<file path="config.mk">
export PLATFORM = sky130hd
export DESIGN_NAME = pulse_interval_monitor_flat
export DESIGN_NICKNAME = d
export VERILOG_FILES = /design/src/rtl/pulse_mon_pkg.sv /design/src/rtl/pulse_interval_monitor_if.sv /design/src/rtl/pulse_sync_edge.sv /design/src/rtl/pulse_interval_monitor.sv /design/src/flat_wrapper.sv
export SDC_FILE = /design/constraint.sdc
export NUM_CORES = 1
export LEC_CHECK = 0
export ABC_AREA = 1
export BUFFER_PORTS_ARGS = -buffer_cell sky130_fd_sc_hd__buf_2
export CAP_MARGIN = 10
export CORE_AREA = 2 2 118 120
export DETAILED_ROUTE_END_ITERATION = 10
export DIE_AREA = 0 0 120 122
export MAX_ROUTING_LAYER = met4
export PLACE_DENSITY_LB_ADDON = 0.08
export SYNTH_ARGS = -nofsm -noshare
export SYNTH_HDL_FRONTEND = slang
export SYNTH_SLANG_ARGS = --single-unit
</file>
<file path="constraint.sdc">
create_clock -name clk -period 6.9 [get_ports clk]
set_input_delay 0.345 -clock clk [delete_from_list [all_inputs] [get_ports clk]]
set_output_delay 0.345 -clock clk [all_outputs]
set_load 0.02 [all_outputs]
</file>
<file path="src/rtl/pulse_mon_pkg.sv">
// Shared types and constants for the pulse interval monitor: FSM states,
// read-select codes and default widths.
package pulse_mon_pkg;

  typedef enum logic [0:0] {
    IDLE    = 1'b0,
    MEASURE = 1'b1
  } state_e;

  localparam logic [1:0] SEL_LAST = 2'd0;
  localparam logic [1:0] SEL_MIN  = 2'd1;
  localparam logic [1:0] SEL_MAX  = 2'd2;
  localparam logic [1:0] SEL_STAT = 2'd3;

  localparam int CNT_W_DEF       = 16;
  localparam int SYNC_STAGES_DEF = 2;
  localparam int PCNT_W          = 8;

endpackage

</file>
<file path="src/rtl/pulse_interval_monitor_if.sv">
// Request/acknowledge statistics read port of the pulse interval monitor.
interface pulse_interval_monitor_if #(
  parameter int CNT_W = 16
);

  logic             rd_req;
  logic [1:0]       rd_sel;
  logic             rd_ack;
  logic [CNT_W-1:0] rd_data;

  modport master (output rd_req, output rd_sel, input rd_ack, input rd_data);
  modport slave  (input rd_req, input rd_sel, output rd_ack, output rd_data);

endinterface

</file>
<file path="src/rtl/pulse_sync_edge.sv">
// Input synchroniser chain plus history flop; emits a registered one-cycle
// strobe for every rising edge seen on the synchronised pulse.
module pulse_sync_edge
  import pulse_mon_pkg::*;
#(
  parameter int SYNC_STAGES = SYNC_STAGES_DEF
) (
  input  logic clk,
  input  logic rst,
  input  logic pulse_i,
  output logic det_o
);

  logic [SYNC_STAGES-1:0] sync_q;
  logic [SYNC_STAGES-1:0] sync_d;
  logic                   hist_q;
  logic                   det_q;
  logic                   edge_s;

  assign sync_d = {sync_q[SYNC_STAGES-2:0], pulse_i};
  assign edge_s = sync_q[SYNC_STAGES-1] & ~hist_q;
  assign det_o  = det_q;

  // synchroniser shift, edge history and strobe registers
  always_ff @(posedge clk or posedge rst) begin
    if (rst) begin
      sync_q <= {SYNC_STAGES{1'b0}};
      hist_q <= 1'b0;
      det_q  <= 1'b0;
    end else begin
      sync_q <= sync_d;
      hist_q <= sync_q[SYNC_STAGES-1];
      det_q  <= edge_s;
    end
  end

endmodule

</file>
<file path="src/rtl/pulse_interval_monitor.sv">
// Measures clock-cycle intervals between synchronised pulse edges, keeps
// last/min/max/count statistics and serves them through a req/ack read port.
module pulse_interval_monitor
  import pulse_mon_pkg::*;
#(
  parameter int CNT_W       = CNT_W_DEF,
  parameter int SYNC_STAGES = SYNC_STAGES_DEF
) (
  input  logic                     clk,
  input  logic                     rst,
  input  logic                     pulse_in,
  input  logic                     clear,
  pulse_interval_monitor_if.slave  rd,
  output logic                     pulse_det,
  output logic [PCNT_W-1:0]        pulse_cnt,
  output logic                     overflow
);

  localparam logic [CNT_W-1:0] CNT_ZERO = {CNT_W{1'b0}};
  localparam logic [CNT_W-1:0] CNT_ONES = {CNT_W{1'b1}};
  localparam logic [CNT_W-1:0] CNT_ONE  = {{(CNT_W-1){1'b0}}, 1'b1};

  state_e            state_q, state_d;
  logic [CNT_W-1:0]  cnt_q, cnt_d;
  logic [CNT_W-1:0]  last_q, last_d;
  logic [CNT_W-1:0]  min_q, min_d;
  logic [CNT_W-1:0]  max_q, max_d;
  logic [PCNT_W-1:0] pcnt_q, pcnt_d;
  logic              ovf_q, ovf_d;
  logic              rd_ack_q, rd_ack_d;
  logic [CNT_W-1:0]  rd_data_q, rd_data_d;

  logic              det_s;
  logic              run_s;
  logic              count_s;
  logic              record_s;
  logic [CNT_W:0]    sum_s;
  logic [CNT_W-1:0]  interval_s;

  // Status word: pulse count zero-extended, overflow flag in the top bit.
  function automatic logic [CNT_W-1:0] stat_word(input logic ovf,
                                                 input logic [PCNT_W-1:0] cnt);
    logic [CNT_W-1:0] w;
    w = CNT_W'(cnt);
    w[CNT_W-1] = ovf;
    return w;
  endfunction

  pulse_sync_edge #(
    .SYNC_STAGES (SYNC_STAGES)
  ) u_sync (
    .clk     (clk),
    .rst     (rst),
    .pulse_i (pulse_in),
    .det_o   (det_s)
  );

  assign sum_s      = {1'b0, cnt_q} + {1'b0, CNT_ONE};
  assign interval_s = sum_s[CNT_W] ? CNT_ONES : sum_s[CNT_W-1:0];

  // FSM state register
  always_ff @(posedge clk or posedge rst) begin
    if (rst) begin
      state_q <= IDLE;
    end else begin
      state_q <= state_d;
    end
  end

  // FSM next state: clear dominates, any edge leaves IDLE
  always_comb begin
    state_d = state_q;
    if (clear) begin
      state_d = IDLE;
    end else if (det_s) begin
      state_d = MEASURE;
    end else begin
      state_d = state_q;
    end
  end

  // FSM outputs: an edge in IDLE is only counted, in MEASURE it also closes an interval
  always_comb begin
    run_s    = 1'b0;
    count_s  = 1'b0;
    record_s = 1'b0;
    case (state_q)
      IDLE: begin
        count_s = det_s & ~clear;
      end
      MEASURE: begin
        run_s    = 1'b1;
        count_s  = det_s & ~clear;
        record_s = det_s & ~clear;
      end
      default: begin
        run_s    = 1'b0;
        count_s  = 1'b0;
        record_s = 1'b0;
      end
    endcase
  end

  // statistics and interval counter next values
  always_comb begin
    cnt_d  = cnt_q;
    last_d = last_q;
    min_d  = min_q;
    max_d  = max_q;
    pcnt_d = pcnt_q;
    ovf_d  = ovf_q;
    if (clear) begin
      cnt_d  = CNT_ZERO;
      last_d = CNT_ZERO;
      min_d  = CNT_ONES;
      max_d  = CNT_ZERO;
      pcnt_d = {PCNT_W{1'b0}};
      ovf_d  = 1'b0;
    end else begin
      if (det_s) begin
        cnt_d = CNT_ZERO;
      end else if (run_s && (cnt_q != CNT_ONES)) begin
        cnt_d = cnt_q + CNT_ONE;
      end else begin
        cnt_d = cnt_q;
      end
      if (count_s) begin
        pcnt_d = pcnt_q + {{(PCNT_W-1){1'b0}}, 1'b1};
      end else begin
        pcnt_d = pcnt_q;
      end
      if (record_s) begin
        last_d = interval_s;
        min_d  = (interval_s < min_q) ? interval_s : min_q;
        max_d  = (interval_s > max_q) ? interval_s : max_q;
        ovf_d  = ovf_q | sum_s[CNT_W];
      end else begin
        last_d = last_q;
        min_d  = min_q;
        max_d  = max_q;
        ovf_d  = ovf_q;
      end
    end
  end

  // read port: snapshot of the registered statistics, one ack per request
  always_comb begin
    rd_ack_d  = rd.rd_req;
    rd_data_d = rd_data_q;
    if (rd.rd_req) begin
      case (rd.rd_sel)
        SEL_LAST: rd_data_d = last_q;
        SEL_MIN:  rd_data_d = min_q;
        SEL_MAX:  rd_data_d = max_q;
        SEL_STAT: rd_data_d = stat_word(ovf_q, pcnt_q);
        default:  rd_data_d = rd_data_q;
      endcase
    end else begin
      rd_data_d = rd_data_q;
    end
  end

  // statistics and read-port registers
  always_ff @(posedge clk or posedge rst) begin
    if (rst) begin
      cnt_q     <= CNT_ZERO;
      last_q    <= CNT_ZERO;
      min_q     <= CNT_ONES;
      max_q     <= CNT_ZERO;
      pcnt_q    <= {PCNT_W{1'b0}};
      ovf_q     <= 1'b0;
      rd_ack_q  <= 1'b0;
      rd_data_q <= CNT_ZERO;
    end else begin
      cnt_q     <= cnt_d;
      last_q    <= last_d;
      min_q     <= min_d;
      max_q     <= max_d;
      pcnt_q    <= pcnt_d;
      ovf_q     <= ovf_d;
      rd_ack_q  <= rd_ack_d;
      rd_data_q <= rd_data_d;
    end
  end

  assign pulse_det  = det_s;
  assign pulse_cnt  = pcnt_q;
  assign overflow   = ovf_q;
  assign rd.rd_ack  = rd_ack_q;
  assign rd.rd_data = rd_data_q;

endmodule

</file>
<file path="src/flat_wrapper.sv">
// flat-port wrapper written by rule: the top's interface ports become plain ports
module pulse_interval_monitor_flat import pulse_mon_pkg::*;
#(
  parameter int CNT_W       = CNT_W_DEF,
  parameter int SYNC_STAGES = SYNC_STAGES_DEF
)
  (clk, rst, pulse_in, clear, pulse_det, pulse_cnt, overflow, rd_rd_req, rd_rd_sel, rd_rd_ack, rd_rd_data);
  pulse_interval_monitor_if #(.CNT_W(CNT_W)) rd_i ();
  input  logic clk;
  input  logic rst;
  input  logic pulse_in;
  input  logic clear;
  output logic pulse_det;
  output logic [PCNT_W-1:0] pulse_cnt;
  output logic overflow;
  input wire logic [$bits(rd_i.rd_req)-1:0] rd_rd_req;
  input wire logic [$bits(rd_i.rd_sel)-1:0] rd_rd_sel;
  output wire logic [$bits(rd_i.rd_ack)-1:0] rd_rd_ack;
  output wire logic [$bits(rd_i.rd_data)-1:0] rd_rd_data;
  assign rd_i.rd_req = rd_rd_req;
  assign rd_i.rd_sel = rd_rd_sel;
  assign rd_rd_ack = rd_i.rd_ack;
  assign rd_rd_data = rd_i.rd_data;
  pulse_interval_monitor #(.CNT_W(CNT_W), .SYNC_STAGES(SYNC_STAGES)) u_core (.clk(clk), .rst(rst), .pulse_in(pulse_in), .clear(clear), .rd(rd_i), .pulse_det(pulse_det), .pulse_cnt(pulse_cnt), .overflow(overflow));
endmodule
</file>
-- Word-level counts from Yosys, hierarchy flattened
Index checks and enable logic that the tools add are counted.
- add/sub/neg operators: 3
- order comparisons: 2
- equality and inequality tests: 4
- multiplexer cells: 21
- bitwise operators: 5
- reduce and logical (&&, ||, !) cells: 10
- operators with widths (operator ; count):
    $mux 16 ; 12
    $pmux 16 s4 ; 1
    $add 16x1->17 const B ; 1
    $add 16x1->16 const B ; 1
    $gt 16x16->1 ; 1
    $lt 16x16->1 ; 1
    $mux 8 ; 2
    $ne 16x16->1 const B ; 1
    $reduce_bool 2->1 ; 5
    $add 8x1->8 const B ; 1
    $mux 1 ; 6
    $eq 2x2->1 const B ; 2
    $reduce_and 2->1 ; 2
    $reduce_bool 3->1 ; 1
    $and 1x1->1 ; 2
    $eq 2x1->1 const B ; 1
    $logic_not 2->1 ; 1
    $not 1->1 ; 2
    $logic_and 1x1->1 ; 1
    $or 1x1->1 ; 1
- register bits: 95
- output and inout port bits: 27
- word-level logic and storage cells: 57

-- Logic depth before layout (Yosys ltp)
Gate-level depths: netlist (run 1).
- word-level depth: 6
- mapped depth: 21
- mapped depth without buffers: 21

-- Modules after synthesis
Synthesis (run 1) repeated with hierarchy kept, for this count alone.
- cells, all modules: 672
- area, all modules: 5261.3 µm²
- by module, submodules not included (module ; instances ; cells an instance ; area an instance (µm²) ; sequential area each (µm²)):
    pulse_interval_monitor ; 1 ; 665 ; 5147.4 ; 2297.2
    pulse_sync_edge ; 1 ; 7 ; 113.9 ; 100.1

-- Worst setup path after synthesis (run 1)
No wires, ideal clock.
- path type: register to register
- from: reg u_core.cnt_q[0]
- to: reg u_core.max_q[15]
- data arrival time: 2.740 ns
- data required time: 6.773 ns
- path slack: 4.033 ns
- cell stages (with the launch flop): 19
- path buffers: 1
- path through: dfrtp_1 inv_1 nor3_2 nand2_1 nor3_2 nand4_1 o21ai_1 nand3_1 ha_1 nand4_1 nor4_1 nand2_1 nor2_1 o21ai_0 nand2_1 nand2_2 buf_4 nand3_1 o21ai_0
- word-level cells in the longest chain between the ends: 5
- elaborated cells on any way between the ends: 8
- ends and longest elaborated chain (what ; line ; RTL):
    from (decl) ; pulse_interval_monitor.sv:24 ; logic [CNT_W-1:0] cnt_q, cnt_d;
    from (signal assigned) ; pulse_interval_monitor.sv:175 ; cnt_q <= cnt_d;
    $add 16x1->17 * ; pulse_interval_monitor.sv:58 ; assign sum_s = {1'b0, cnt_q} + {1'b0, CNT_ONE};
    $mux 16 * ; pulse_interval_monitor.sv:59 ; assign interval_s = sum_s[CNT_W] ? CNT_ONES : sum_s[CNT_W-1:0];
    $gt 16x16->1 / $mux 16 (equally long branches) ; pulse_interval_monitor.sv:135 ; max_d = (interval_s > max_q) ? interval_s : max_q;
    $reduce_bool 2->1 (no source line) / $mux 16 (equally long branches) ; n/a ;
    $reduce_and 2->1 (no source line) / $mux 16 (equally long branches) ; n/a ;
    to (signal assigned) ; pulse_interval_monitor.sv:178 ; max_q <= max_d;
    to (decl) ; pulse_interval_monitor.sv:27 ; logic [CNT_W-1:0] max_q, max_d;
Mark *: on every way between the ends. The rest lies on a longest branch, timed or not. The select of a mux whose other input is x is not followed.
A chain may end at the register's enable or synchronous reset.

-- Worst setup path in the final report (run 1)
- from: reg u_core.cnt_q[0]
- to: reg u_core.max_q[7]
Same word-level chain as after synthesis.

==> results of run 1 <==
[Yosys cell counts (all sizes together), types with 11 or more instances]
master  instances  area (µm²)
nand2         200         778
inv            86         323
dfrtp          79        1980
o21ai          54         270
nand3          51         265
nor2           41         164
ha             32         400
a21oi          25         125
dfstp          16         420
o22ai          16         100
clkbuf         15        56.3
xor2           11        96.3
[through the flow]
step | hold WS, ns | setup slack [ns] | instances
2_1_floorplan | 0.331 | 4.03 | 667
3_3_place_gp | 0.339 | 3.16 | 859
3_5_place_dp | 0.346 | 3.13 | 859
4_1_cts | 0.0845 | 3.10 | 876
5_1_grt | 0.0782 | 2.61 | 876
6_report | 0.0939 | 3.14 | 876
[worst max path at each step]
stage,end,slack (ns),depth (start not counted)
2_1_floorplan,u_core.max_q[15],4.03,18
3_3_place_gp,u_core.max_q[8],3.16,18
3_5_place_dp,u_core.max_q[2],3.13,18
4_1_cts,u_core.max_q[2],3.10,18
5_1_grt,u_core.max_q[3],2.61,17
6_report,u_core.max_q[7],3.14,18
[flip-flops by register name, summed over array words and instances (netlist names)]
signal,cells
u_core.u_sync.sync_q,2
u_core.min_q,16
u_core.u_sync.hist_q,1
u_core.cnt_q,16
u_core.max_q,16
u_core.last_q,16
u_core.rd.rd_ack,1
u_core.rd.rd_data,16
u_core.u_sync.det_o,1
u_core.state_q,1
u_core.overflow,1
u_core.pulse_cnt,8
[cell families after synthesis]
group,Yosys count,share of synthesized area
xor+xnor,11,0.0183
flops,95,0.456
simple gates,306,0.248
fa+ha+maj,32,0.0761
buf+inv,112,0.0830
compound gates,111,0.119
[power by group through the flow]
stage	clock network, mW	logic [mW]	registers (mW)
2_1_floorplan	0	0.0740	0.614
3_3_place_gp	0	0.114	0.610
3_5_place_dp	0	0.115	0.611
4_1_cts	0.485	0.116	0.601
5_1_grt	0.510	0.131	0.603
6_report	0.474	0.114	0.601
[final cells by class]
type / count / area [µm²] / share of cell area
sequential: 95 / 2400 / 0.410
inverter: 89 / 337 / 0.0575
tap: 180 / 225 / 0.0385
clock buffer: 9 / 225 / 0.0385
multi-input combinational: 460 / 2430 / 0.415
timing repair buffer: 36 / 190 / 0.0325
clock inverter: 7 / 47.5 / 0.00813
[routing by layer]
layer	vias up	wire length (µm)	part of all wire	GRT usage
li1	2226	-	-	-
met1	2141	6970	0.52	0.284
met2	97	5830	0.43	0.298
met3	11	517	0.038	0.0370
met4	0	180	0.013	0.0596
met5	-	0	0	-
==> results.yml, run 1 <==
clock_tree:
  cts_tree: "yes"
  worstSkewPairLatency_ns: 0.35
  post_cts_resized: 0
  hold_buffers: 1
  cts.sinks: 95
  cts_root_buffer: "clkbuf_16"
  clk_pin_slew_worst_paths_ns: 0.07
  htreeDepth: 3
  postCtsSetupRepairBufs: 0
  clock_path_buffers: 2
  numCtsBuffers: 9
final_layout:
  nNetsFinal: 730
  diodes: 0
  drive_above_1_share: 0.122
  fin_util: 0.433
  final_cell_area_mm2: 0.00585
  layout_commonest_cell: "nand2_1"
  area_growth_pct: 11.2
  final_cell_mix: "195 x nand2_1, 81 x inv_1, 79 x dfrtp_1"
  fillCellCount: 1398
setup_path:
  cpMostUsedCell: "nand2_1"
  r2r-end: "u_core.max_q[7]"
  cp_cell_sequence: "ha_1 > nand3_2 > nor2_4 > nand2_4 > clkinv_1 > nor2_1 > inv_1 > ha_1 > nand2_1 > nor4_1 > nand2_1 > nor2_1 > o21ai_0 > nand2_1 > nand2_2 > inv_2 > nand2_1 > nand2_1"
  path_class: "reg2reg"
  ff2ff_setup_slack_ns: 3.14
  r2r-start: "u_core.cnt_q[0]"
  crit_fanout: 24
  ff2ff_path_depth: 18
  arrival_ns: 4.05
  worstPathRequired_ns: 7.19
  crit_buf_inv: 3
  critical-path-top-delay-family: "simple AND/OR/NAND/NOR gates"
  crit_start: "u_core.cnt_q[0]"
  end_kind: "flop"
  startpoint_type: "flop"
  cp_slowest_cell: "dfrtp_1"
  max_stage_delay_ns: 0.43
synthesis:
  syn_avg_cell_area_um2: 7.89
  synth_cell_types: 36
  syn_nets: 706
  netlist_area_mm2: 0.00526
  ys_ff_latch: 95
  synth_cells: 667
  synth_edf_count: 0
  synthArstFlopShare: 1.00
  synth_ff_type: "dfrtp_1"
  ys_seq_area_frac: 0.456
  ys_warn_count: 0
placement:
  gp_congestion: 0.836
  port_buffers: 33
  dpl.hpwl_um: 9970
  placed_area_mm2: 0.00557
hold_path:
  min_path_cells: 1
  min_delay_worst_endpoint: "u_core.u_sync.sync_q[0]"
  holdCritStartpoint: "pulse_in"
  hp-class: "in2reg"
detailed_routing:
  ant_nets: 0
  wl_um: 13500
  drt_first_iter_violations: 290
  dr.pass1.iters: 5
  vias_per_cell: 5.11
  drc: 0
  vias: 4475
  post_drt_wl_per_cell_um: 15.4
timing:
  period_share: 0.545
  fmax_ghz: 0.266
  fin_skew_ns: 0.00367
  setup_tns_ns: 0
  rsz0062_at_grt: "false"
  tightest_slew_ns: 1.22
  slew_headroom: 0.182
  finalMaxSlewViolations: 0
  setup_violations: 0
  timing_hold_violations_final: 0
  fin_crit_ns: 3.76
power_and_ir_drop:
  power_frac_comb: 0.096
  power_frac_seq: 0.505
  power_switching_mw: 0.328
  clock_power_share: 0.399
  p_total_mw: 1.19
  power_density_mw_per_mm2: 203
  p_leak_nw: 3.05
  intPower_mw: 0.860
  ir_drop_mv: 0.103
  swShare: 0.276
grt:
  grt_pass1_wl_um: 22400
  grt_use_total: 0.202
  gr-total-overflow: 0
  grt_pass1_vias: 4319
  antenna_found_initial: 0
  grt_max_degree: 69
die:
  die_x_um: 120
  rows: 43
  die_h_um: 122
  die_area_mm2: 0.0146
  start_util: 0.390
  ios: 34
  coreArea_mm2: 0.0135
status:
  status: "finished, final reports clean"
job:
  drv_cap: 0
(Power assumes the default switching activity.)
==> run 2, diff against run 1 <==
Clock period 6.9 ns to 3.3 ns, I/O delays scaled along.
==> run 2 against run 1 <==
Sequential share of layout area down 2.3 points. Global-route usage down 0.51 points. Clock power rose by 120%. Clock-buffer cell count is 3 higher. Utilization grew 2.6 points. Critical path depth stayed put. Non-clock buffer count up 22. Critical endpoint is now u_core.max_q[8]. Largest power group unchanged. Highest routed layer unchanged.
==> results.yml, run 2 (synthesis gave the netlist of run 1 again) <==
clock_tree:
  cts.sinks: 95
  cts_tree: "yes"
  cts_root_buffer: "clkbuf_16"
  worstSkewPairLatency_ns: 0.35
  clk_pin_slew_worst_paths_ns: 0.07
  htreeDepth: 3
  numCtsBuffers: 9
  clock_path_buffers: 2
setup_path:
  r2r-start: "u_core.cnt_q[2]"
  startpoint_type: "flop"
  max_stage_delay_ns: 0.40
  r2r-end: "u_core.max_q[8]"
  arrival_ns: 3.52
  worstSetupPathDepth: 18
  crit_fanout: 8
  path_class: "reg2reg"
  critical-path-top-delay-family: "simple AND/OR/NAND/NOR gates"
  ff2ff_path_depth: 18
  cpMostUsedCell: "nand2_1"
  ff2ff_setup_slack_ns: 0.01
  worstPathRequired_ns: 3.54
  cp_slowest_cell: "dfrtp_1"
  end_kind: "flop"
  cp_cell_sequence: "inv_2 > nor3_2 > nand2_1 > nor3_4 > nand4_1 > o21ai_2 > nand3_2 > ha_4 > nand4_1 > nor4_2 > nand2_1 > nor2_1 > o21ai_1 > nand2_1 > nand2_4 > buf_12 > nand3_1 > nand2_1"
  crit_buf_inv: 2
  crit_start: "u_core.cnt_q[2]"
status:
  status: "finished, final reports clean"
detailed_routing:
  ant_nets: 0
  wl_um: 13500
  drt_first_iter_violations: 355
  vias_per_cell: 4.97
  dr.pass1.iters: 5
  vias: 4462
  post_drt_wl_per_cell_um: 15.0
  drc: 0
timing:
  setup_ws_ns: 0.0128
  timing_hold_violations_final: 0
  setup_violations: 0
  slew_headroom: 0.288
  rsz0062_at_grt: "true"
  finalMaxSlewViolations: 0
  setup_tns_ns: 0
  period_share: 0.996
  timing.hold.ws_ns: 0.0575
  fmax_ghz: 0.304
  fin_skew_ns: 0.00595
  fin_crit_ns: 3.29
  tightest_slew_ns: 1.06
hold_path:
  hp-class: "in2async"
grt:
  grt_max_degree: 79
  gr-total-overflow: 0
  grt_use_total: 0.197
  antenna_found_initial: 0
  grt_pass1_wl_um: 21700
  grt_pass1_vias: 4146
final_layout:
  nNetsFinal: 752
  multi_input_area_mm2: 0.00254
  diodes: 0
  finalNonFillerCells: 898
  fillCellCount: 1396
  final_cell_mix: "194 x nand2_1, 79 x inv_1, 79 x dfrtp_1"
  area_growth_pct: 17.8
  final_cell_area_mm2: 0.00620
  regArea_mm2: 0.00240
  layout_commonest_cell: "nand2_1"
  drive_above_1_share: 0.180
placement:
  placed_area_mm2: 0.00570
  gp_congestion: 0.845
  port_buffers: 33
  numPlacedInstances: 875
  dpl.hpwl_um: 10000
  place_ws_ns: 0.0296
die:
  coreArea_mm2: 0.0135
  die_h_um: 122
  start_util: 0.390
  rows: 43
  die_x_um: 120
  die_area_mm2: 0.0146
  ios: 34
power_and_ir_drop:
  power_density_mw_per_mm2: 414
  ir_drop_mv: 0.290
  p_leak_nw: 3.21
job:
  drv_cap: 0
run 2: cell count changes in the layout (fill, tap and decap cells not counted), moves of 3 or more:
cell	before	now
clkinv_2	3	0
o21ai_2	0	4
nand3_1	49	37
nand3_2	2	14
buf_4	2	20
run 2: what timing repair did:
action / 4_1_cts / 5_1_grt
hold buffers: 2 / 0
resized for setup: 0 / 30
endpoints found under the hold margin: 2 / 0
setup endpoints to repair: 0 / 32
buffers inserted: 0 / 4
run 2: final cells by class:
class / count / area share
Inverter: 89 / 0.0549
Sequential cell: 95 / 0.387
Clock inverter: 4 / 0.00868
Multi-Input combinational cell: 460 / 0.410
Timing Repair Buffer: 58 / 0.0632
Tap cell: 180 / 0.0363
Clock buffer: 12 / 0.0398
run 2: worst max-delay path by stage:
stage / slack [ns] / end
6_report: 0.01 / u_core.max_q[8]
5_1_grt: -0.26 / u_core.max_q[10]
4_1_cts: 0.008 / u_core.max_q[15]
3_5_place_dp: 0.03 / u_core.max_q[15]
3_3_place_gp: 0.06 / u_core.max_q[15]
2_1_floorplan: 0.43 / u_core.max_q[15]
run 2: layer usage:
layer,up-vias,part of all wire,GRT usage
met4,0,0.017,0.0721
met5,-,0,-
met2,96,0.44,0.287
met3,15,0.037,0.0253
met1,2093,0.50,0.282
li1,2258,-,-
run 2: power breakdown:
part	total [mW]	switching (mW)	internal [mW]
clock	1.06	0.450	0.612
sequential	1.25	0.0313	1.22
combinational	0.252	0.178	0.0743
total	2.57	0.658	1.91
run 2: metrics by stage:
stage / util / power, mW
global route: 0.459 / 2.69
CTS: 0.446 / 2.59
finish: 0.459 / 2.57
detailed placement: 0.422 / 1.52
floorplan: - / 1.44
global placement: 0.422 / 1.52
run 2: worst reg2reg max path: stages (launching register included):
cell and delay, ns:
dfrtp_1 0.40, inv_2 0.06, nor3_2 0.21, nand2_1 0.13, nor3_4 0.25, nand4_1 0.21
o21ai_2 0.21, nand3_2 0.15, ha_4 0.31, nand4_1 0.12, nor4_2 0.33, nand2_1 0.08
nor2_1 0.13, o21ai_1 0.08, nand2_1 0.10, nand2_4 0.10, buf_12 0.16, nand3_1 0.08
nand2_1 0.06
